`src/rtl/opb_register_bank_ppc2simulink.sv`:
```
// opb_register_bank_ppc2simulink: OPB slave with C_NUM_REGS PPC-to-fabric data registers (optionally shadowed behind an atomic commit) plus a CTRL/status word, driving user logic on OPB_Clk
module opb_register_bank_ppc2simulink #(
  parameter logic [31:0] C_BASEADDR    = 32'h0100E300,
  parameter logic [31:0] C_HIGHADDR    = 32'h0100E3FF,
  parameter int          C_OPB_AWIDTH  = 32,
  parameter int          C_OPB_DWIDTH  = 32,
  parameter int          C_NUM_REGS    = 4,
  parameter int          C_SHADOWED    = 0,
  parameter logic [31:0] C_RESET_VALUE = 32'h00000000
) (
  input  logic                        OPB_Clk,
  input  logic                        OPB_Rst,
  input  logic [0:C_OPB_AWIDTH-1]     OPB_ABus,
  input  logic [0:3]                  OPB_BE,
  input  logic [0:C_OPB_DWIDTH-1]     OPB_DBus,
  input  logic                        OPB_RNW,
  input  logic                        OPB_select,
  input  logic                        OPB_seqAddr,
  output logic [0:C_OPB_DWIDTH-1]     Sl_DBus,
  output logic                        Sl_errAck,
  output logic                        Sl_retry,
  output logic                        Sl_toutSup,
  output logic                        Sl_xferAck,
  output logic [32*C_NUM_REGS-1:0]    user_data_out,
  output logic [C_NUM_REGS-1:0]       user_update
);
  localparam int RW = C_NUM_REGS > 1 ? $clog2(C_NUM_REGS) : 1;
  typedef enum logic [1:0] {IDLE, ACK, HOLD} state_t;
  state_t state, state_n;
  logic [31:0] off, idx, rd_data, rd_q, wd_q, merged, ctrl;
  logic [3:0] be_q;
  logic [RW-1:0] ri_q;
  logic rnw_q, data_q, ctrl_q, hit, pending, wr, unused;
  logic [31:0] out_r [C_NUM_REGS];
  logic [31:0] sh_r [C_NUM_REGS];
  assign unused = OPB_seqAddr;
  assign hit = OPB_select && OPB_ABus >= C_BASEADDR && OPB_ABus <= C_HIGHADDR;
  assign off = OPB_ABus - C_BASEADDR;
  assign idx = off >> 2;
  assign ctrl = {15'd0, C_SHADOWED != 0, 8'(C_NUM_REGS), 7'd0, pending};
  assign rd_data = idx < 32'(C_NUM_REGS) ? sh_r[idx[RW-1:0]] : idx == 32'(C_NUM_REGS) ? ctrl : 32'd0;
  assign wr = state == ACK && !rnw_q;
  assign Sl_xferAck = state == ACK && !OPB_Rst;
  assign Sl_DBus = (Sl_xferAck && rnw_q) ? rd_q : '0;
  assign Sl_errAck = 1'b0;
  assign Sl_retry = 1'b0;
  assign Sl_toutSup = 1'b0;
  always_comb begin
    merged = sh_r[ri_q];
    for (int b = 0; b < 4; b++) merged[8*b+:8] = be_q[b] ? wd_q[8*b+:8] : sh_r[ri_q][8*b+:8];
  end
  always_comb begin
    state_n = state == IDLE ? (hit ? ACK : IDLE) : state == ACK ? HOLD : (OPB_select ? HOLD : IDLE);
  end
  always_ff @(posedge OPB_Clk) begin
    state <= OPB_Rst ? IDLE : state_n;
  end
  always_ff @(posedge OPB_Clk) begin
    if (OPB_Rst) begin
      for (int i = 0; i < C_NUM_REGS; i++) begin
        out_r[i] <= C_RESET_VALUE;
        sh_r[i] <= C_RESET_VALUE;
      end
      pending <= 1'b0;
      user_update <= '0;
      rnw_q <= 1'b1;
      data_q <= 1'b0;
      ctrl_q <= 1'b0;
    end else begin
      user_update <= '0;
      if (state == IDLE && hit) begin
        rnw_q <= OPB_RNW;
        be_q <= OPB_BE;
        wd_q <= OPB_DBus;
        rd_q <= rd_data;
        ri_q <= idx[RW-1:0];
        data_q <= idx < 32'(C_NUM_REGS);
        ctrl_q <= idx == 32'(C_NUM_REGS);
      end
      if (wr && data_q && |be_q) begin
        sh_r[ri_q] <= merged;
        if (C_SHADOWED != 0) pending <= 1'b1;
        else begin
          out_r[ri_q] <= merged;
          user_update[ri_q] <= 1'b1;
        end
      end
      if (wr && ctrl_q && C_SHADOWED != 0 && be_q[0] && wd_q[0]) begin
        for (int i = 0; i < C_NUM_REGS; i++) out_r[i] <= sh_r[i];
        pending <= 1'b0;
        user_update <= '1;
      end
    end
  end
  generate
    for (genvar i = 0; i < C_NUM_REGS; i++) begin : g_out
      assign user_data_out[32*i+:32] = out_r[i];
    end
  endgenerate
endmodule
```
`config.mk`:
```
export PLATFORM = sky130hd
export DESIGN_NAME = opb_register_bank_ppc2simulink
export DESIGN_NICKNAME = d
export VERILOG_FILES = /design/src/rtl/opb_register_bank_ppc2simulink.sv
export SDC_FILE = /design/constraint.sdc
export NUM_CORES = 1
export LEC_CHECK = 0
export BUFFER_PORTS_ARGS = -buffer_cell sky130_fd_sc_hd__buf_2
export CELL_PAD_IN_SITES_DETAIL_PLACEMENT = 2
export CELL_PAD_IN_SITES_GLOBAL_PLACEMENT = 2
export CORE_MARGIN = 4
export CORE_UTILIZATION = 40
export CTS_CLUSTER_DIAMETER = 150
export DETAILED_ROUTE_END_ITERATION = 12
export HOLD_SLACK_MARGIN = 0.15
export PLACE_DENSITY_LB_ADDON = 0.1
export SYNTH_ARGS = -nofsm -noshare
export SYNTH_HDL_FRONTEND = slang
export SYNTH_SLANG_ARGS = --single-unit
```
`constraint.sdc`:
```
create_clock -name OPB_Clk -period 14.95 [get_ports OPB_Clk]
set_clock_uncertainty 0.15 [all_clocks]
set_input_delay 1.495 -clock OPB_Clk [delete_from_list [all_inputs] [get_ports OPB_Clk]]
set_output_delay 1.495 -clock OPB_Clk [all_outputs]
set_load 0.05 [all_outputs]
```
Word level (Yosys, flattened, before mapping) --
Memory sizes are Yosys's and may differ from the RTL's. A register that Yosys moved wholly into a read port is not among the register bits. Cells that the tools add are included. Widths: inputs -> output; s select.
Cells by class: multiplexer cells 25, bitwise gates (word level) 2, eq/ne operators 2, reductions and logical operators 17, $lt $le $gt $ge 5, add/sub/neg operators 1
Operators with widths (number):
- $mux 32 | 4
- $reduce_or 32->1 | 2
- $ge 32x25->1 const B | 1
- $le 32x25->1 const B | 1
- $mux 8 | 4
- $sub 32x25->32 const B | 1
- $eq 30x3->1 const B | 1
- $lt 30x3->1 const B | 1
- $mux 2 | 6
- $mux 11 | 1
- $logic_and 1x1->1 | 9
- $mux 1 | 9
- $reduce_or 4->1 | 1
- $lt 2x3->1 const B | 1
- $demux 1 s2 | 1
- $eq 2x1->1 const B | 1
- $ge 2x1->1 const B | 1
- $logic_not 1->1 | 2
- $logic_not 2->1 | 1
- $not 1->1 | 2
- $reduce_and 2->1 | 1
- $reduce_or 2->1 | 1
Word-level totals: output and inout bits 168, input port bits 73, memories 2, word-level logic and storage cells 62, register bits 78, RAM bits 256
Memory list:
- out_r | depth 4, width 32, rd ports 4, clocked after Yosys merged registers in 0, write ports 4, line 34 | logic [31:0] out_r [C_NUM_REGS];
- sh_r | depth 4, width 32, rd ports 2, clocked after Yosys merged registers in 1, write ports 4, line 35 | logic [31:0] sh_r [C_NUM_REGS];

Depth between registers and ports, before layout --
depth after elaboration 9, depth in mapped cells 9, depth with buffers taken out 5

Worst setup path before layout --
OpenSTA, ideal clock, no wires.
path kind input to register, from input port OPB_ABus[12] in the netlist's numbering, to register (tool-made name), arrival time 6.633 ns, path slack 8.090 ns, required time 14.723 ns, stages on the path 4, buffers on the path 0, library setup time 0.077 ns, path through nor4_4 nand3_1 nor4_2 mux2_2
RTL lines:
- start: declaration | line 13 | input logic [0:C_OPB_AWIDTH-1] OPB_ABus,

==> flow_metrics.tcl <==
set metrics [dict create \
    hold_slack_ps 321 \
    clock_tree.buffer_depth 3 \
    drv_slew 0 \
    h-tree-depth 1 \
    clock-sinks 208 \
    synth_area_sq_um 10000 \
    synth.area.mux_share_pct 18.2 \
    synthAdderAreaFrac_pct 0 \
    period_minus_slack_ps 4640 \
    cp_top_family "simple AND/OR/NAND/NOR gates" \
    start_util_pct 40.9 \
    drt_iter0_drc 509 \
    synth_simple_gate_area_share_pct 14.7 \
    ant_nets 0 \
    path_clk_slew_ps 60 \
    vias_per_cell 5.55 \
    async_flop_share_pct 0 \
    ios 241 \
    rsz0062_at_grt "no" \
    period_share_pct 31.0 \
    status "complete, no violations" \
    dp_hpwl_mm 21.4 \
    ys_warn_count 0 \
    crit_fanout 36 \
    worstSetupPathType "in -> reg" \
    critical_path_arrival_ps 4630 \
    ctsResizeCount 0 \
    grt_pass1_wl_mm 51.0 \
    slew_headroom_pct 22.3 \
    yosysSeqAreaShare_pct 61.2 \
    end_kind "register" \
    path_cells "buf_2, nor2_4, and2_2, or3b_2, nand2b_2" \
    leakage_nw 4.57 \
    hold_class "reg -> reg" \
    synth_cells 689 \
    cts_tree "done" \
    wl_per_cell_um 27.1 \
    fp.dieH_um 166 \
    finalPower_w 0.00140 \
    ir_drop_mv 0.0820 \
    synth_ff_type "edfxtp_1" \
    synth.distinct_cells 46 \
    crit_slowest_cell "and2_2" \
    placed_cell_area_sq_um 11400 \
    numCtsBuffers 25 \
    yosysMostFrequentCell "edfxtp_1" \
    synth_top_area_share_pct 59.2 \
    ctsHoldBuffers 0 \
    tns_ps 0 \
    overflow 0 \
    critPathLaunchType "input port" \
    num-nets-final 983 \
    hold_viol 0 \
    antennaDiodeCount 0 \
    drive_gt1_share_pct 47.6 \
    finalSetupViolations 0 \
    max_freq_mhz 216 \
    synth_top_family_by_area "multiplexers" \
    worst_slew_pin_slew_ps 1170 \
    die_w_um 166 \
    first_pass_iters 4 \
    worst-path-stages 5 \
    drt-total-wl_mm 33.9 \
    core_area_sq_um 24500 \
    cts_root_buf "clkbuf_16" \
    cp_slowest_stage_delay_ps 930 \
    crit_buf_inv 1 \
    grt_max_degree 59 \
    ys_seq_elements 208 \
    synth_commonest_cells "edfxtp_1, nor2_1, nand2_1" \
    whs_path_depth 2 \
    grtUsageTotal_pct 23.9 \
    clk_latency_ps 540 \
    stdcell_area_sq_um 12200 \
    num_vias 6944 \
    grt_pass1_vias 7972 \
    synth-compound-area-share_pct 1.38 \
    rr_worst_depth 5 \
    port_buffers 234 \
    syn2layout_area_growth_pct 21.5 \
    synth.area.top_cells "edfxtp_1, mux4_2, mux2_2, nor2_1, nand2_1" \
    fin_util_pct 49.8 \
    synthXorXnorAreaFrac_pct 0.0872 \
    postCtsSetupBuffers 0 \
    gp_congestion 0.757 \
    synth-edff-count 198 \
    drv_cap 0 \
    fp.dieArea_sq_um 27700 \
    drc 0 \
    syn_avg_cell_area_sq_um 14.6 \
    power_density_nw_per_um2 115 \
    antenna_found_initial 1 \
    required_ps 14940 \
    rows 57 \
    yosysTopAreaCell "edfxtp_1" \
]
## worst min-delay path: stages, from the launching register on
cell	delay, ps
dfxtp_1	320
nand2_1	60
a21oi_1	50
## cell type report
cell class,instances,area (sq um)
flip-flops and latches,208,6150
clock inverters,10,83.8
inverters,37,139
multi-input cells,394,3500
clock buffers,35,683
well taps,324,405
repair buffers,244,1250
fillers,2441,12300
## per-stage QoR
step,worst slack (ps),cells
6_report,10310,1252
5_1_grt,10170,1252
4_1_cts,10290,1252
3_5_place_dp,9720,1207
3_3_place_gp,9770,1207
2_1_floorplan,8090,691
## cell usage in the layout (no fill, tap or decap), types with 8 or more instances in the layout
cell / n
and3_1: 33
buf_2: 234
buf_4: 10
clkbuf_1: 8
clkbuf_16: 25
dfxtp_1: 8
edfxtp_1: 198
inv_1: 36
mux2_2: 35
mux4_2: 63
nand2_1: 69
nor2_1: 72
nor2_2: 29
nor3_1: 16
nor3_2: 20
## flip-flops by register name (all words and copies together), names as in the netlist, named ones only
| signal | cells |
|---|---|
| data_q | 1 |
| wd_q | 32 |
| out_r | 96 |
| rd_q | 32 |
| sh_r | 32 |
| be_q | 4 |
| ri_q | 2 |
| user_update | 4 |
| state | 2 |
| rnw_q | 1 |
## logic make-up after synthesis
family | count (synthesis)
other | 1
AND/OR/NAND/NOR | 275
buffers and inverters | 89
multiplexers | 100
XOR/XNOR | 1
AO/OA/AOI/OAI | 15
flip-flops | 208
## where the power goes
group	internal, W	switching [W]	total (W)
registers	0.000654	0.0000159	0.000670
clock network	0.000336	0.000245	0.000581
logic	0.0000429	0.000109	0.000152
total	0.00103	0.000370	0.00140
## worst paths after layout
check	from	to	slack, ps
setup / recovery	OPB_Rst	out_r[0][30]$_SDFFCE_PN0P_	10310
hold / removal	data_q$_SDFFE_PP0N_	data_q$_SDFFE_PP0N_	320
setup reg to reg	state[1]$_SDFF_PP0_	out_r[0][30]$_SDFFCE_PN0P_	10960
hold reg to reg	data_q$_SDFFE_PP0N_	data_q$_SDFFE_PP0N_	320
## per-layer routing
layer  track usage (%)  share of wire [%]  wire [um]
met1              30.1                 41      13900
met2              42.6                 51      17400
met3              5.59                6.3       2140
met4              4.62                1.7        566
met5                 0              0.038         13
No activity file was read; power rests on OpenSTA's default activity.
